<file path="src/rtl/iecdrv_fastser.sv">
// Fast-serial SP/CNT transceiver for IEC drive models.
// TX/RX FIFOs, programmable bit rate, bit order, RX bit-timeout, sticky errors.
module iecdrv_fastser #(
  parameter int DATA_W     = 8,
  parameter int FIFO_DEPTH = 4,
  parameter int CLK_DIV    = 4,
  parameter int TIMEOUT    = 255,
  parameter int MSB_FIRST  = 1
) (
  input  logic              clk,
  input  logic              res_n,
  input  logic              ce,
  input  logic              dir_out,
  input  logic [DATA_W-1:0] tx_data,
  input  logic              tx_wr,
  output logic              tx_full,
  output logic              tx_busy,
  output logic [DATA_W-1:0] rx_data,
  output logic              rx_valid,
  input  logic              rx_rd,
  output logic              err_ovr,
  output logic              err_tmo,
  input  logic              err_clr,
  input  logic              sp_in,
  input  logic              cnt_in,
  output logic              sp_out,
  output logic              cnt_out
);

  localparam int AW = $clog2(FIFO_DEPTH);
  localparam int BW = $clog2(DATA_W);
  localparam int DW = (CLK_DIV > 1) ? $clog2(CLK_DIV) : 1;
  localparam int TW = $clog2(TIMEOUT + 1);
  localparam logic [BW-1:0] BIT_LAST = BW'(DATA_W - 1);
  localparam logic [DW-1:0] DIV_LAST = DW'(CLK_DIV - 1);
  localparam logic [TW-1:0] TMO_LAST = TW'(TIMEOUT - 1);

  typedef enum logic [1:0] {
    TX_IDLE,
    TX_LOW,
    TX_HIGH
  } tx_st_t;

  logic [1:0] sp_s, cnt_s;
  logic       cnt_d;

  always_ff @(posedge clk or negedge res_n) begin
    if (!res_n) begin
      sp_s  <= 2'b11;
      cnt_s <= 2'b11;
      cnt_d <= 1'b1;
    end else begin
      sp_s  <= {sp_s[0], sp_in};
      cnt_s <= {cnt_s[0], cnt_in};
      cnt_d <= cnt_s[1];
    end
  end

  logic [DATA_W-1:0] txm [FIFO_DEPTH];
  logic [AW:0]       twp, trp;
  logic              tx_empty, tx_push, tx_pop;
  logic [DATA_W-1:0] tx_head;

  assign tx_empty = (twp == trp);
  assign tx_full  = (twp == {~trp[AW], trp[AW-1:0]});
  assign tx_push  = tx_wr && (!tx_full || tx_pop);
  assign tx_head  = txm[trp[AW-1:0]];

  always_ff @(posedge clk or negedge res_n) begin
    if (!res_n) begin
      for (int i = 0; i < FIFO_DEPTH; i++) txm[i] <= '0;
      twp <= '0;
      trp <= '0;
    end else begin
      if (tx_push) begin
        txm[twp[AW-1:0]] <= tx_data;
        twp <= twp + 1'b1;
      end
      if (tx_pop) trp <= trp + 1'b1;
    end
  end

  tx_st_t            tx_st, tx_st_n;
  logic [DW-1:0]     tx_div, tx_div_n;
  logic [BW-1:0]     tx_bit, tx_bit_n;
  logic [DATA_W-1:0] tx_sh, tx_sh_n;
  logic              tx_cur;

  assign tx_cur = (MSB_FIRST != 0) ? tx_sh[DATA_W-1] : tx_sh[0];

  always_ff @(posedge clk or negedge res_n) begin
    if (!res_n) begin
      tx_st  <= TX_IDLE;
      tx_div <= '0;
      tx_bit <= '0;
      tx_sh  <= '0;
    end else begin
      tx_st  <= tx_st_n;
      tx_div <= tx_div_n;
      tx_bit <= tx_bit_n;
      tx_sh  <= tx_sh_n;
    end
  end

  always_comb begin
    tx_st_n  = tx_st;
    tx_div_n = tx_div;
    tx_bit_n = tx_bit;
    tx_sh_n  = tx_sh;
    tx_pop   = 1'b0;
    if (!dir_out) begin
      tx_st_n  = TX_IDLE;
      tx_div_n = '0;
      tx_bit_n = '0;
    end else if (ce) begin
      unique case (tx_st)
        TX_IDLE: begin
          if (!tx_empty) begin
            tx_pop   = 1'b1;
            tx_sh_n  = tx_head;
            tx_bit_n = '0;
            tx_div_n = '0;
            tx_st_n  = TX_LOW;
          end
        end
        TX_LOW: begin
          if (tx_div == DIV_LAST) begin
            tx_div_n = '0;
            tx_st_n  = TX_HIGH;
          end else begin
            tx_div_n = tx_div + 1'b1;
          end
        end
        TX_HIGH: begin
          if (tx_div != DIV_LAST) begin
            tx_div_n = tx_div + 1'b1;
          end else begin
            tx_div_n = '0;
            if (tx_bit != BIT_LAST) begin
              tx_sh_n  = (MSB_FIRST != 0) ? (tx_sh << 1) : (tx_sh >> 1);
              tx_bit_n = tx_bit + 1'b1;
              tx_st_n  = TX_LOW;
            end else if (!tx_empty) begin
              // chain straight into the next word: no idle gap
              tx_pop   = 1'b1;
              tx_sh_n  = tx_head;
              tx_bit_n = '0;
              tx_st_n  = TX_LOW;
            end else begin
              tx_st_n = TX_IDLE;
            end
          end
        end
        default: tx_st_n = TX_IDLE;
      endcase
    end
  end

  assign tx_busy = !tx_empty || (tx_st != TX_IDLE);
  assign cnt_out = !(dir_out && tx_st == TX_LOW);
  assign sp_out  = (dir_out && tx_st != TX_IDLE) ? tx_cur : 1'b1;

  logic [DATA_W-1:0] rxm [FIFO_DEPTH];
  logic [AW:0]       rwp, rrp;
  logic              rx_empty, rx_full, rx_pop, rx_push, rx_push_ok;
  logic              rx_edge, rx_tmo, ovr_set;
  logic [BW-1:0]     rx_bit;
  logic [TW-1:0]     rx_tmr;
  logic [DATA_W-1:0] rx_sh, rx_sh_n;

  assign rx_empty   = (rwp == rrp);
  assign rx_full    = (rwp == {~rrp[AW], rrp[AW-1:0]});
  assign rx_valid   = !rx_empty;
  assign rx_data    = rx_empty ? '0 : rxm[rrp[AW-1:0]];
  assign rx_pop     = rx_rd && !rx_empty;
  assign rx_edge    = !dir_out && cnt_s[1] && !cnt_d;
  assign rx_sh_n    = (MSB_FIRST != 0) ? {rx_sh[DATA_W-2:0], sp_s[1]}
                                       : {sp_s[1], rx_sh[DATA_W-1:1]};
  assign rx_push    = rx_edge && (rx_bit == BIT_LAST);
  assign rx_push_ok = rx_push && (!rx_full || rx_pop);
  assign ovr_set    = rx_push && !rx_push_ok;
  assign rx_tmo     = !dir_out && !rx_edge && ce &&
                      (rx_bit != '0) && (rx_tmr == TMO_LAST);

  always_ff @(posedge clk or negedge res_n) begin
    if (!res_n) begin
      for (int i = 0; i < FIFO_DEPTH; i++) rxm[i] <= '0;
      rwp    <= '0;
      rrp    <= '0;
      rx_bit <= '0;
      rx_tmr <= '0;
      rx_sh  <= '0;
    end else begin
      if (rx_push_ok) begin
        rxm[rwp[AW-1:0]] <= rx_sh_n;
        rwp <= rwp + 1'b1;
      end
      if (rx_pop) rrp <= rrp + 1'b1;
      if (dir_out || rx_tmo) begin
        rx_bit <= '0;
        rx_tmr <= '0;
      end else if (rx_edge) begin
        rx_sh  <= rx_sh_n;
        rx_bit <= rx_push ? '0 : rx_bit + 1'b1;
        rx_tmr <= '0;
      end else if (ce && rx_bit != '0) begin
        rx_tmr <= rx_tmr + 1'b1;
      end
    end
  end

  always_ff @(posedge clk or negedge res_n) begin
    if (!res_n) begin
      err_ovr <= 1'b0;
      err_tmo <= 1'b0;
    end else begin
      if (ovr_set)      err_ovr <= 1'b1;
      else if (err_clr) err_ovr <= 1'b0;
      if (rx_tmo)       err_tmo <= 1'b1;
      else if (err_clr) err_tmo <= 1'b0;
    end
  end

endmodule

</file>
<file path="config.mk">
export PLATFORM = sky130hd
export DESIGN_NAME = iecdrv_fastser
export DESIGN_NICKNAME = d
export VERILOG_FILES = /design/src/rtl/iecdrv_fastser.sv
export SDC_FILE = /design/constraint.sdc
export NUM_CORES = 1
export LEC_CHECK = 0
export BUFFER_PORTS_ARGS = -buffer_cell sky130_fd_sc_hd__buf_2
export CORE_MARGIN = 3
export CORE_UTILIZATION = 40
export CTS_CLUSTER_SIZE = 25
export DETAILED_ROUTE_END_ITERATION = 16
export PLACE_DENSITY_LB_ADDON = 0.15
export SLEW_MARGIN = 25
export SYNTH_ARGS = -nofsm -noshare
export SYNTH_HDL_FRONTEND = slang
export SYNTH_SLANG_ARGS = --single-unit
</file>
<file path="constraint.sdc">
create_clock -name clk -period 4.4 [get_ports clk]
set_input_delay 0.88 -clock clk [delete_from_list [all_inputs] [get_ports clk]]
set_output_delay 0.88 -clock clk [all_outputs]
set_load 0.02 [all_outputs]
</file>
==> results of run 1 <==
==> layout by cell type, fill, tap and decap left out, types with 8 or more instances in the layout <==
| cell | synthesis | final |
|---|---|---|
| sky130_fd_sc_hd__nand3_1 | 20 | 20 |
| sky130_fd_sc_hd__a31oi_1 | 10 | 10 |
| sky130_fd_sc_hd__xor2_1 | 9 | 9 |
| sky130_fd_sc_hd__a21boi_0 | 8 | 8 |
| sky130_fd_sc_hd__dfrtp_1 | 111 | 111 |
| sky130_fd_sc_hd__xnor2_1 | 12 | 12 |
| sky130_fd_sc_hd__and2_1 | 14 | 14 |
| sky130_fd_sc_hd__nand2_1 | 28 | 28 |
| sky130_fd_sc_hd__nor2_1 | 10 | 10 |
| sky130_fd_sc_hd__buf_2 | 4 | 30 |
| sky130_fd_sc_hd__mux2_2 | 75 | 75 |
| sky130_fd_sc_hd__inv_1 | 17 | 17 |
| sky130_fd_sc_hd__ha_1 | 23 | 23 |
| sky130_fd_sc_hd__mux4_2 | 16 | 16 |
| sky130_fd_sc_hd__clkbuf_16 | 0 | 17 |
==> worst max-delay path by stage <==
stage          slack, ps    start    endpoint  cells past startpoint
2_1_floorplan       1880  dir_out      sp_out                      2
3_3_place_gp        1580   rrp[0]  rx_data[5]                      4
3_5_place_dp        1560   rrp[0]  rx_data[5]                      4
4_1_cts             1110   rrp[0]  rx_data[2]                      4
5_1_grt              980   rrp[0]  rx_data[5]                      4
6_report            1170   rrp[0]  rx_data[2]                      4
==> metrics by stage <==
stage	instances	hold WS (ps)	worst slack [ps]
6_report	657	354.6	1171
5_1_grt	657	363.8	984.4
4_1_cts	657	354.8	1107
3_5_place_dp	627	347.2	1560
3_3_place_gp	627	346.3	1581
2_1_floorplan	431	345.2	1875
==> state kept, by name (all words and copies together) (netlist names), 2 cells and up <==
register and flops:
twp 3, rrp 3, sp_s 2, tx_st 2, tx_bit 3, rx_tmr 8, rx_bit 3, rxm 32
trp 3, rwp 3, tx_div 2, rx_sh 7, cnt_s 2, txm 32, tx_sh 8
==> power breakdown <==
group	internal, uW	switching (uW)
Combinational	588	551
Clock	737	443
Sequential	1340	294
Total	2670	1290
==> cell families after synthesis <==
family                   Yosys count  share of synthesized area (%)
adder cells (fa/ha/maj)           23                          5.118
multiplexers                      93                          21.78
flip-flops                       116                          51.74
AO/OA/AOI/OAI                     48                          6.498
buffers and inverters             30                          2.158
AND/OR/NAND/NOR                  100                          9.434
XOR/XNOR                          21                          3.271
==> worst reg2reg max path, stage by stage (launching register included) <==
cell and delay (ps):
sky130_fd_sc_hd__dfrtp_1 800, sky130_fd_sc_hd__xor2_1 470, sky130_fd_sc_hd__a2111oi_4 130, sky130_fd_sc_hd__nor2_2 460, sky130_fd_sc_hd__mux2_2 400
==> layer usage <==
metal | global-route usage, % | part of all wire [%] | up-vias
li1 | - | - | 1643
met1 | 20.67 | 50 | 1782
met2 | 22.33 | 46 | 46
met3 | 4.074 | 2.8 | 16
met4 | 6.447 | 1.5 | 0
met5 | 0 | 0 | -
==> cell type report <==
cell class	instances	area, um2
Fill cell	1173	7043
Sequential cell	116	2909
Multi-Input combinational cell	285	2592
Clock buffer	25	475.5
Tap cell	176	220.2
Timing Repair Buffer	33	172.7
Inverter	17	63.81
Clock inverter	5	28.78
==> parameters.txt, run 1 <==
Parameter                              Value

Worst setup path
  Startpoint-to-endpoint class of the critical path ... reg2out
  Sequence of cells on the critical path ... xnor2_1 > nand3b_1 > and2_1 > buf_2
  R2R depth ... 4
  Max stage delay on crit path ... 810 ps
  Buffer and inverter count on the worst path ... 1
  FF-to-FF setup slack ... approximately 2000 ps
  Critical R2R Capture ... txm[22]
  CP arrival ... approximately 2400 ps
  Slowest-stage cell, CP ... sky130_fd_sc_hd__dfrtp_1
  Worst path top cell family by delay ... flip-flops
  Worst EP required ... roughly 3500 ps
  Element type at the critical path start ... register
  Critical register-to-register path startpoint ... trp[0]
  Top fanout value on the critical path ... 11
  Critical path endpoint category ... output pin

Clock tree
  Clock transition at the register clock pins on the worst setup and hold paths after CTS ... 50 ps
  Setup repair bufs after CTS ... 0
  Quantity of gates resized following cts ... 0
  CTS H-tree depth ... 4
  Number of buffers inserted during clock tree synthesis ... 17
  Largest buffer count on any clock path ... 2
  Clock Tree Root ... sky130_fd_sc_hd__clkbuf_16
  Clock insertion delay at the later pin of the skew report ... 410 ps
  Hold buffers post-CTS ... 0
  CTS tree ... yes
  Sink count of the clock tree ... 116

STA
  Relative max-transition margin ... 44.27%
  Number of slew-limit violations in the final report ... 0
  Endpoints failing hold ... 0
  Setup repair after global routing missed its margin ... no
  Ratio of final minimum period to clock period ... 73.38%
  Achievable frequency ... 309.7 MHz
  Total Neg Setup Slack ... 0 ps
  Finish-stage setup viols ... 0
  Fin Clk Skew ... 11.12 ps
  Shortest clock period the worst path allows after layout ... 3229 ps
  Least-Margin Pin Slew ... around 840 ps

Placement
  Placer Congestion ... 0.7720
  DP Area ... 5958 um2
  Detailed Place HPWL ... 7.252 mm
  # port buffers ... 31

Die
  Ports ... 32
  Die area ... 15520 um2
  Starting density of the core ... between 40% and 50%
  Vertical die dimension ... about 120 um
  # rows ... 42
  Die width ... 124.6 um
  Core outline area ... 13510 um2

Hold path
  Hold-critical path depth ... 0
  Hold endpoint ... sp_s[1]
  Start point of the worst hold path ... sp_s[0]
  Path type of the worst min-delay path ... reg2reg

Power
  Power Density ... 612.3 nW/um2
  Overall power of the completed layout ... a little under 4000 uW
  Worst vdd ir ... 0.2695 mV
  LEAKAGE ... 0.002923 uW

Synthesis
  Post-synthesis register bit count ... 116
  Most frequent cell after synthesis ... sky130_fd_sc_hd__dfrtp_1
  Register area share after synthesis ... 51.74%
  Synth area leaders ... sky130_fd_sc_hd__dfrtp_1, sky130_fd_sc_hd__mux2_2, sky130_fd_sc_hd__mux4_2
  Post-synth net total ... 471
  Average cell area after synthesis ... 13.05 um2
  Cells after Synth ... around 430
  Commonest cells post-synth ... sky130_fd_sc_hd__dfrtp_1, sky130_fd_sc_hd__mux2_2, sky130_fd_sc_hd__nand2_1
  Proportion of netlist area held by the largest area contributor ... 49.40%
  Number of distinct library cells after synthesis ... 48
  Number of flops mapped to enable cells by yosys ... 0
  Main synth FF type ... sky130_fd_sc_hd__dfrtp_1
  Cell type contributing the most total cell area after synthesis ... sky130_fd_sc_hd__dfrtp_1
  Yosys Warn Count ... 0
  Netlist area before placement ... 5623 um2
  Share of flip-flops with an asynchronous set or reset ... 100.0%

Job
  Max Cap Viol ... 0

Global routing
  Number of antenna violations at the first check in global routing ... 0
  Global-route usage over all layers ... 14.99%
  Largest net degree at the start of global routing ... 66
  Vias in the first global route ... 3628
  Overflow after GRT ... 0
  Global-route wire length before repair ... 18.64 mm

Detailed routing
  DR vias/cell ... between 5 and 6
  Post-detailed-route count of antenna-violating nets ... 0
  Post-DR wirelength/cell ... roughly 17 um
  Via count of the routed design ... 3487
  First-iteration detailed-routing DRC count ... 174
  Initial DRT Pass Iterations ... 4
  DRC ... 0
  Total wirelength of the detailed-routed design ... 10.85 mm

Layout
  Finished layout cell area ... about 6500 um2
  Final layout net count ... 510
  Fraction of final layout cells sized beyond drive strength 1 ... 33.89%
  Signed area change from the synthesized netlist to the final layout ... 14.93%
  Antenna diodes ... 0
  Fin util ... 47.85%

Outcome
  Result of the run ... complete, no violations
Power figures use the tool's default switching activity.
==> run 2, diff against run 1 <==
Clock period 4.4 ns to 2.72 ns, I/O delays scaled along.
==> run 2 against run 1 <==
Net effect:
- final area up 3.3%
- sequential share of layout area decreased by 1.5 points
- clock skew down 5.6 ps
- sequential power is 52% higher
- global-route usage up 0.19 points
- wire length is 0.22% lower
- non-clock buffer count grew 11
- clock power grew 92%
- cell count rose by 2.0%
- first-iteration DRC count down 12%
- largest cell class unchanged
==> parameters.txt, run 2 (synthesized netlist as in run 1, its figures left out) <==
Parameter                              Value

Worst setup path
  Critical path endpoint category ... output pin
  Worst path top cell family by delay ... simple AND/OR/NAND/NOR gates
  Top fanout value on the critical path ... 10
  Sequence of cells on the critical path ... inv_1 > ha_1 > or3b_2 > buf_2
  Worst EP required ... 2180 ps
  Buffer and inverter count on the worst path ... 2
  Startpoint-to-endpoint class of the critical path ... reg2out
  Slowest-stage cell, CP ... sky130_fd_sc_hd__or3b_2
  Max stage delay on crit path ... 500 ps
  CP arrival ... approximately 1900 ps
  Element type at the critical path start ... register

Power
  Part of the power in combinational logic ... 30.5%
  P_int ... 4691 uW
  Clock Power Share ... 33.0%
  Switching share of power ... 31.60%
  Proportion of power drawn by flip-flops and latches ... 36.5%
  LEAKAGE ... 0.003032 uW
  Net load switching power ... 2167 uW
  Overall power of the completed layout ... 6858 uW
  Worst vdd ir ... 0.5357 mV
  Power Density ... between 1000 and 1500 nW/um2

Clock tree
  Hold buffers post-CTS ... 0
  Sink count of the clock tree ... 116
  CTS H-tree depth ... 4
  Clock insertion delay at the later pin of the skew report ... between 400 and 500 ps
  Number of buffers inserted during clock tree synthesis ... 17
  Clock transition at the register clock pins on the worst setup and hold paths after CTS ... 50 ps
  Largest buffer count on any clock path ... 2
  CTS tree ... yes
  Clock Tree Root ... sky130_fd_sc_hd__clkbuf_16

Detailed routing
  Post-detailed-route count of antenna-violating nets ... 0
  Initial DRT Pass Iterations ... 7
  Post-DR wirelength/cell ... 16.16 um
  First-iteration detailed-routing DRC count ... 153
  Via count of the routed design ... ~3500
  Total wirelength of the detailed-routed design ... 10.83 mm
  DR vias/cell ... 5.251
  DRC ... 0

STA
  Setup repair after global routing missed its margin ... no
  Achievable frequency ... 407.6 MHz
  Final hold slack ... 180.2 ps
  Fin Clk Skew ... about 5.5 ps
  Number of slew-limit violations in the final report ... 0
  Shortest clock period the worst path allows after layout ... 2453 ps
  Relative max-transition margin ... 47.39%
  Finish-stage setup viols ... 0
  Least-Margin Pin Slew ... 782.7 ps
  Endpoints failing hold ... 0
  Ratio of final minimum period to clock period ... 90.20%
  Total Neg Setup Slack ... 0 ps

Placement
  Detailed Place HPWL ... 7.310 mm
  Placer Congestion ... 0.7460
  # port buffers ... 31
  DP Area ... between 6000 and 7000 um2

Die
  Ports ... 32
  # rows ... 42
  Vertical die dimension ... 124.6 um
  Core outline area ... 13510 um2
  Die width ... 124.6 um
  Starting density of the core ... 41.63%
  Die area ... 15520 um2

Layout
  Finished layout cell area ... 6678 um2
  Signed area change from the synthesized netlist to the final layout ... 18.76%
  Registers with the most flip-flops ... rxm: 32 flops, txm: 32 flops
  Count of filler cells inserted in the layout ... 1176
  Fraction of final layout cells sized beyond drive strength 1 ... 36.64%
  Area taken by multi-input logic gates ... 2592 um2
  Final layout net count ... between 500 and 600
  Highest-count cells in the layout ignoring fill and taps ... sky130_fd_sc_hd__dfrtp_1, sky130_fd_sc_hd__mux2_2, sky130_fd_sc_hd__buf_2, sky130_fd_sc_hd__nand2_1, sky130_fd_sc_hd__ha_1
  Fin util ... 49.44%
  Area occupied by registers ... approximately 2900 um2
  Antenna diodes ... 0
  Most frequent standard cell in the layout excluding fill and tap cells ... sky130_fd_sc_hd__dfrtp_1

Global routing
  Global-route wire length before repair ... about 19 mm
  Number of antenna violations at the first check in global routing ... 0
  Vias in the first global route ... 3642
  Overflow after GRT ... 0
  Largest net degree at the start of global routing ... 51
  Global-route usage over all layers ... around 15%

Job
  Max Cap Viol ... 0

Outcome
  Result of the run ... complete, no violations

Hold path
  Path type of the worst min-delay path ... in2async
==> run 2: cell type report <==
cell class,count,share of cell area (%)
Inverter,17,0.9556
Tap cell,176,3.298
Sequential cell,116,43.56
Multi-Input combinational cell,285,38.82
Timing Repair Buffer,44,4.197
Clock buffer,20,6.839
Clock inverter,12,2.323
==> run 2: per-layer routing <==
metal  up-vias  part of all wire, %  global-route usage (%)
met3        12                  3.3                   4.417
met1      1780                   49                   20.56
met4         0                  1.6                   6.705
met5         -                    0                       0
met2        55                   46                   22.68
li1       1671                    -                       -
==> run 2: stage by stage <==
step                      setup WS (ps)  std cells
after floorplan                   552.0        431
after global placement            408.4        637
after detailed placement          372.6        637
after CTS                         79.81        669
after global routing              142.2        670
final                             266.6        670
==> run 2: timing repair <==
item,4_1_cts,5_1_grt
endpoints found under the setup margin,0,7
gates resized for setup,0,0
buffers inserted,0,1
==> run 2: worst register-to-register path: stages (launching register included) <==
cell and delay [ps]:
sky130_fd_sc_hd__dfrtp_1 420, sky130_fd_sc_hd__inv_1 90, sky130_fd_sc_hd__ha_1 320, sky130_fd_sc_hd__a31o_2 290, sky130_fd_sc_hd__a2111oi_4 550, sky130_fd_sc_hd__nand2b_1 220, sky130_fd_sc_hd__mux2_2 340
==> run 2: path summary, 6_finish.rpt <==
kind | startpoint | endpoint | slack (ps) | cells past startpoint
worst max-delay path | tx_st[0] | sp_out | 270 | 4
worst min-delay path | res_n | rrp[2] | 180 | 1
worst max register to register | tx_st[0] | twp[1] | 370 | 6
worst min register to register | sp_s[0] | sp_s[1] | 350 | 0
max in group asynchronous | res_n | txm[24] | 1890 | 2
min in group clk | cnt_in | cnt_s[0] | 230 | 1
==> run 2: power by group through the flow <==
stage	sequential, uW	clock [uW]	combinational, uW
2_1_floorplan	2420	0	1630
3_3_place_gp	2500	0	2070
3_5_place_dp	2530	0	2110
4_1_cts	2510	2320	2120
5_1_grt	2570	2410	2340
6_report	2500	2260	2090
